[src/rtl/stochastic_stream_decoder_if.sv]
// rtl/stochastic_stream_decoder_if.sv - stream-in / result-out bundle for the stochastic decoder
interface stochastic_stream_decoder_if #(
   parameter int BIT_LENGTH = 128,
   parameter int CW         = $clog2(BIT_LENGTH + 1)
);
   logic                 start;
   logic                 bit_valid;
   logic                 bit_in;
   logic                 busy;
   logic                 done;
   logic [CW-1:0]        ones_count;
   logic signed [CW:0]   bipolar_value;

   modport master (
      output start, bit_valid, bit_in,
      input  busy, done, ones_count, bipolar_value
   );

   modport slave (
      input  start, bit_valid, bit_in,
      output busy, done, ones_count, bipolar_value
   );
endinterface

[src/rtl/stochastic_stream_decoder.sv]
// rtl/stochastic_stream_decoder.sv - counts ones over a BIT_LENGTH-bit window and publishes unipolar/bipolar results
module stochastic_stream_decoder #(
   parameter int BIT_LENGTH = 128,
   parameter int CW         = $clog2(BIT_LENGTH + 1)
) (
   input  logic                        clk,
   input  logic                        rst_n,
   stochastic_stream_decoder_if.slave  bus
);
   typedef enum logic [1:0] {IDLE, ACCUM, PUBLISH} state_t;

   localparam logic [CW-1:0] LAST   = CW'(BIT_LENGTH - 1);
   localparam logic [CW:0]   BL_EXT = (CW + 1)'(BIT_LENGTH);

   state_t             state_q, state_d;
   logic [CW-1:0]      idx_q, idx_d;
   logic [CW-1:0]      acc_q, acc_d;
   logic [CW-1:0]      ones_q;
   logic signed [CW:0] bip_q;
   logic               publish;
   logic [CW-1:0]      acc_inc;
   logic [CW:0]        two_acc;
   logic [CW:0]        bip_d;

   // The final bit must be included in the published count, so results are
   // taken from the incremented accumulator rather than the stored one.
   assign acc_inc = acc_q + CW'(bus.bit_in);
   assign two_acc = {acc_inc, 1'b0};
   assign bip_d   = two_acc - BL_EXT;

   assign bus.busy          = (state_q == ACCUM);
   assign bus.done          = (state_q == PUBLISH);
   assign bus.ones_count    = ones_q;
   assign bus.bipolar_value = bip_q;

   // Next-state and counter update; start always wins and clears the window.
   always_comb begin
      state_d = state_q;
      idx_d   = idx_q;
      acc_d   = acc_q;
      publish = 1'b0;
      case (state_q)
         IDLE: begin
            if (bus.start) begin
               state_d = ACCUM;
               idx_d   = '0;
               acc_d   = '0;
            end
         end
         ACCUM: begin
            if (bus.start) begin
               idx_d = '0;
               acc_d = '0;
            end else if (bus.bit_valid) begin
               if (idx_q == LAST) begin
                  publish = 1'b1;
                  state_d = PUBLISH;
                  idx_d   = '0;
                  acc_d   = '0;
               end else begin
                  idx_d = idx_q + 1'b1;
                  acc_d = acc_inc;
               end
            end
         end
         PUBLISH: begin
            if (bus.start) begin
               state_d = ACCUM;
               idx_d   = '0;
               acc_d   = '0;
            end else begin
               state_d = IDLE;
            end
         end
         default: begin
            state_d = IDLE;
            idx_d   = '0;
            acc_d   = '0;
         end
      endcase
   end

   // State, window counters and held results; results only change on publish.
   always_ff @(posedge clk or negedge rst_n) begin
      if (!rst_n) begin
         state_q <= IDLE;
         idx_q   <= '0;
         acc_q   <= '0;
         ones_q  <= '0;
         bip_q   <= '0;
      end else begin
         state_q <= state_d;
         idx_q   <= idx_d;
         acc_q   <= acc_d;
         if (publish) begin
            ones_q <= acc_inc;
            bip_q  <= $signed(bip_d);
         end
      end
   end
endmodule

[src/flat_wrapper.sv]
// flat-port wrapper written by rule: the top's interface ports become plain ports
module stochastic_stream_decoder_flat 
#(
   parameter int BIT_LENGTH = 128,
   parameter int CW         = $clog2(BIT_LENGTH + 1)
)
  (clk, rst_n, bus_start, bus_bit_valid, bus_bit_in, bus_busy, bus_done, bus_ones_count, bus_bipolar_value);
  stochastic_stream_decoder_if #(.BIT_LENGTH(BIT_LENGTH), .CW(CW)) bus_i ();
  input  logic clk;
  input  logic rst_n;
  input wire logic [$bits(bus_i.start)-1:0] bus_start;
  input wire logic [$bits(bus_i.bit_valid)-1:0] bus_bit_valid;
  input wire logic [$bits(bus_i.bit_in)-1:0] bus_bit_in;
  output wire logic [$bits(bus_i.busy)-1:0] bus_busy;
  output wire logic [$bits(bus_i.done)-1:0] bus_done;
  output wire logic [$bits(bus_i.ones_count)-1:0] bus_ones_count;
  output wire logic [$bits(bus_i.bipolar_value)-1:0] bus_bipolar_value;
  assign bus_i.start = bus_start;
  assign bus_i.bit_valid = bus_bit_valid;
  assign bus_i.bit_in = bus_bit_in;
  assign bus_busy = bus_i.busy;
  assign bus_done = bus_i.done;
  assign bus_ones_count = bus_i.ones_count;
  assign bus_bipolar_value = bus_i.bipolar_value;
  stochastic_stream_decoder #(.BIT_LENGTH(BIT_LENGTH), .CW(CW)) u_core (.clk(clk), .rst_n(rst_n), .bus(bus_i));
endmodule
[config.mk]
export PLATFORM = sky130hd
export DESIGN_NAME = stochastic_stream_decoder_flat
export DESIGN_NICKNAME = d
export VERILOG_FILES = /design/src/rtl/stochastic_stream_decoder_if.sv /design/src/rtl/stochastic_stream_decoder.sv /design/src/flat_wrapper.sv
export SDC_FILE = /design/constraint.sdc
export NUM_CORES = 1
export LEC_CHECK = 0
export CAP_MARGIN = 0
export CORE_ASPECT_RATIO = 0.7
export CORE_MARGIN = 2
export CORE_UTILIZATION = 50
export DETAILED_ROUTE_END_ITERATION = 10
export PLACE_DENSITY = 0.75
export SYNTH_ARGS = -nofsm -noshare
export SYNTH_HDL_FRONTEND = slang
export SYNTH_SLANG_ARGS = --single-unit
[constraint.sdc]
create_clock -name clk -period 4.9 [get_ports clk]
set_input_delay 0.49 -clock clk [delete_from_list [all_inputs] [get_ports clk]]
set_output_delay 0.49 -clock clk [all_outputs]
set_load 0.03 [all_outputs]
# ---- Word level (Yosys, flattened, before mapping)
# Index checks and enable logic that the tools add are counted.
dict set report classes {
  add_sub_neg 3
  n_mul 0
  n_div 0
  magnitude_cmp 0
  eq_ne 9
  shifts 0
  muxes 19
  bitwise_logic 0
  reduce_logical 4
}
# op n
set ops {}
lappend ops {{8-bit two-way mux} 7}
lappend ops {{8-bit case mux with 2 select lines} 2}
lappend ops {{9-bit by 8-bit subtractor with 9-bit output (second input constant)} 1}
lappend ops {{8-bit by 1-bit adder with 8-bit output} 1}
lappend ops {{8-bit by 1-bit adder with 8-bit output (second input constant)} 1}
lappend ops {{8-bit by 7-bit equality test with 1-bit output (second input constant)} 1}
lappend ops {{2-bit two-way mux} 4}
lappend ops {{2-bit inequality test (second input constant)} 3}
lappend ops {{2-bit case mux with 3 select lines} 1}
lappend ops {{1-bit two-way mux} 5}
lappend ops {{2-bit by 1-bit inequality test with 1-bit output (second input constant)} 2}
lappend ops {{4-bit AND reduction} 1}
lappend ops {{3-bit inequality test (second input constant)} 1}
lappend ops {{2-bit by 1-bit equality test with 1-bit output (second input constant)} 1}
lappend ops {{2-bit equality test (second input constant)} 1}
lappend ops {{2-bit zero test} 1}
lappend ops {{2-bit AND reduction} 1}
lappend ops {{2-bit OR reduction} 1}
dict set report totals {
  reg_bits 35
  latchBits 0
  ram_bits 0
  rom_bits 0
  out_inout_bits 19
  word_cells 40
  memories 0
}

# ---- Logic depth before layout (Yosys ltp)
dict set report depth {
  depth_word 5
  mapped_depth 7
  ltp_nobuf 6
}

# ---- Worst setup path after synthesis
# No wires, ideal clock.
dict set report synth_path {
  path_type {input -> register}
  startpoint {input bus_bit_in}
  endpoint {register u_core.ones_q[7], in the netlist u_core.bus.ones_count[7]}
  setup_ns 0.125
  arrival_ns 1.630
  t_required_ns 4.775
  setup_slack_ns 3.145
  cell_stages 5
  path_buffers 0
  path_cell_list {ha_1 > nand3_4 > o31a_1 > or2_1 > mux2_4}
}
dict set report synth_via {
  elab_chain_cells 1
}
# item line_no
set synth_lines {}
lappend synth_lines {{start, declared} flat_wrapper.sv:13} ;# input wire logic [$bits(bus_i.bit_in)-1:0] bus_bit_in;
lappend synth_lines {{8-bit by 1-bit adder with 8-bit output} stochastic_stream_decoder.sv:27} ;# assign acc_inc = acc_q + CW'(bus.bit_in);
lappend synth_lines {{end signal, assigned} stochastic_stream_decoder.sv:96} ;# ones_q <= acc_inc;
lappend synth_lines {{end, declared} stochastic_stream_decoder.sv:18} ;# logic [CW-1:0] ones_q;
# Every way passes these cells.
# A chain may end at the register's enable or synchronous reset.

# ---- Final worst setup path
dict set report layout_path {
  startpoint {register u_core.state_q[0]}
  endpoint {output bus_busy}
}
dict set report layout_via {
  elab_chain_cells 1
}
# item line_no
set layout_lines {}
lappend layout_lines {{start, declared} stochastic_stream_decoder.sv:15} ;# state_t state_q, state_d;
lappend layout_lines {{start signal, assigned} stochastic_stream_decoder.sv:92} ;# state_q <= state_d;
lappend layout_lines {{2-bit by 1-bit equality test with 1-bit output} stochastic_stream_decoder.sv:31} ;# assign bus.busy = (state_q == ACCUM);
lappend layout_lines {{end, declared} flat_wrapper.sv:14} ;# output wire logic [$bits(bus_i.busy)-1:0] bus_busy;
# Every way passes these cells.

==> impl_results.md <==
- Clock latency on the worst-skew pair: 0.27 ns
- Setup Viol. Count Final: 0
- Slew HR: a little under half
- Starting density of the core: a little over half
- Fmax: 443.8 MHz
- Pwr Density: ~220 mW/mm²
- Most frequent cells in the layout: dfrtp_1, clkdlybuf4s50_1, a21oi_1
- Comb pwr share: 7.1%
- Worst Hold Class: flip-flop to flip-flop
- Chip Height: ~50 µm
- Row count: 16
- CP startpoint kind: flip-flop
- Initial DRC Count: 61
- Synth cell types: 45
- Initial antenna violation count: 0
- Nets@finish: around 180
- Cell Count Post-Placement: approximately 210
- Clk pwr share: around 31%
- Via count: 1,181
- EDFF count, synth: 0
- Vias in the first global route: roughly 1.1k
- Reg2reg end: u_core.bus.ones_count[7]
- Crit path launch: u_core.state_q[0]
- Multi-input logic area: slightly above 700 µm²
- Final instance area: ~0.0018 mm²
- Max Cap Viol: 0
- Hold Crit Depth: 1
- Setup CP Type: flip-flop to output pin
- Seq/Total Area, Yosys: a little under half
- Cell Count, Final, Fillers Out: 208
- Post-Syn Nets: 166
- Core area: between 0.002 and 0.003 mm²
- Final period util: about 46%
- H-tree depth: 1
- Worst R2R Start: u_core.idx_q[1]
- Largest net degree at the start of global routing: 29
- CTS Buf Count: 3
- Pins over their slew limit: 0
- Cells after synthesis: approximately 160
- Synthesized area: approximately 0.0015 mm²
- Worst hold margin: just over 0.5 ns
- Leakage: roughly 0.00077 µW
- Sw power: roughly 85 µW
- Post-Syn Area per Cell: ~9.6 µm²
- Wire per inst: 14.42 µm
- GRT overflow: 0
- Register bit count reported by yosys: 28
- Post-placement cell area: around 0.0017 mm²
- RSZ-0062 raised after global routing: false
- Post-DP HPWL: between 2000 and 2500 µm
- Crit path capture type: output pin
- Fill count: approximately 240
- Layout cell share with drive strength beyond 1: 8.140%
- Tot GR Track Use: 18.98%
- Area Overhead vs Synth: 15.43%
- Hold path startpoint: u_core.bus.ones_count[6]
- First-pass GRT wire length: around 5000 µm
- Port buffer count: 22
- Full die area: ~0.0035 mm²
- CTS tree: done
- Routed Antenna Nets: 0
- Status: complete, no violations
- Clock skew: around 0.0039 ns
- WHS Endpoint: u_core.bus.ones_count[6]
- Total wire length: around 3000 µm
- Flop pwr share: between 60% and 70%
- Ys flop type: dfrtp_1
- GPL Wtd Cong: 0.7788
- FF/Latch Area: 700.7 µm²
- Synth Warn #: 0
- Die Wd: ~70 µm
- R2R setup slack: between 2 and 3 ns
- Drt first pass iters: 4
- WP data arrival: 1.76 ns
- Maximum fanout along the worst path: 10
- Final Critical Period: 2.253 ns
- CTS clk-pin slew, worst paths: roughly 0.09 ns
- Post-CTS Setup Inserts: 0
- Pint: around 300 µW
- Post-CTS sizing: 0
- Switching fraction of total power: between 20 and 25%
- DRC viols: 0
- Clock Tree Root: clkbuf_8
- Setup TNS: 0 ns
- Antenna diodes: 0
- Worst VDD drop: between 0.00015 and 0.0002 V
- Vias per std cell: 5.678
- Final Hold Fails: 0
- Clock Sink Count: 28
- Io pins: 24
- CTS max path bufs: 2
- Worst Reg-to-Reg Cells: 5
- CP required: 4.41 ns
- Most common cell after layout, fill and taps aside: dfrtp_1
- Number of hold buffers added after cts: 0
- Asr flop ratio synth: 100.0%
- Least-Margin Pin Slew: slightly below 0.8 ns
[synth_stat cells, types with 2 or more instances]
cell	number	area, µm²
o21ai_0	7	35.03
a211oi_1	3	22.52
nor2b_1	2	12.51
nor2_1	14	52.55
nand2_1	14	52.55
a31oi_1	4	25.02
a21oi_1	15	75.07
dfrtp_1	28	700.7
mux2i_1	2	20.02
xnor2_1	5	43.79
nand3_1	7	35.03
buf_2	4	20.02
a21o_1	4	30.03
and2_1	2	12.51
buf_4	8	60.06
or2_2	2	12.51
inv_1	5	18.77
ha_1	3	37.54
nand4_1	2	12.51
nor3_1	2	10.01
[how the worst max path moves through the flow]
stage	to	slack, ns
final	bus_busy	2.65
after CTS	bus_busy	2.66
after detailed placement	u_core.bus.ones_count[7]	2.52
after floorplan	u_core.bus.ones_count[7]	3.14
after global placement	u_core.idx_q[5]	2.57
after global routing	bus_busy	2.51
[layout make-up]
cell class | count | share of cell area [%]
tap | 36 | 2.573
multi-input combinational | 113 | 40.96
clock buffer | 3 | 2.359
inverter | 5 | 1.072
sequential | 28 | 40.03
timing repair buffer | 23 | 13.01
[sequential cells by signal, indices dropped and copies added, names as in the netlist]
| register | flops |
|---|---|
| u_core.acc_q | 8 |
| u_core.bus.bipolar_value | 2 |
| u_core.bus.ones_count | 8 |
| u_core.idx_q | 8 |
| u_core.state_q | 2 |
[power by group through the flow]
| stage | clock network [µW] | registers, µW | logic [µW] |
|---|---|---|---|
| floorplan | 0 | 240 | 16.1 |
| global placement | 0 | 240 | 27.2 |
| detailed placement | 0 | 241 | 27.8 |
| CTS | 127 | 236 | 27.7 |
| global route | 138 | 236 | 31.1 |
| finish | 120 | 236 | 27.3 |
[per-stage QoR]
stage	utilization [%]	power, µW	worst slack, ns
final	61.58	383.4	2.647
after global routing	61.58	405.1	2.508
after CTS	61.58	390.6	2.658
after detailed placement	60.12	268.4	2.518
after global placement	60.12	267.7	2.567
after floorplan	-	256.1	3.145
[layer usage]
layer	vias to the layer above	track usage (%)	part of all wire, %
li1	581	-	-
met1	559	27.68	52
met2	36	27.94	42
met3	5	5.112	5.3
met4	0	5.128	0.90
met5	-	0	0
[kinds of logic (layout without fill, tap and decap cells)]
kind of cell / Yosys count / in the layout / share of synthesized area [%]
flip-flops: 28 / 28 / 46.20
XOR/XNOR: 6 / 6 / 3.465
multiplexers: 4 / 4 / 3.053
adder cells (fa/ha/maj): 3 / 3 / 2.476
other: 1 / 1 / 0.2473
buffers and inverters: 17 / 31 / 6.518
AND/OR/NAND/NOR: 57 / 57 / 20.71
AO/OA/AOI/OAI: 42 / 42 / 17.33
[worst max-delay path: stages (launching register included)]
cell	delay, ns
dfrtp_1	0.50
inv_1	0.15
nor2_1	0.16
clkdlybuf4s50_1	0.69
No activity file was read; power rests on OpenSTA's default activity.
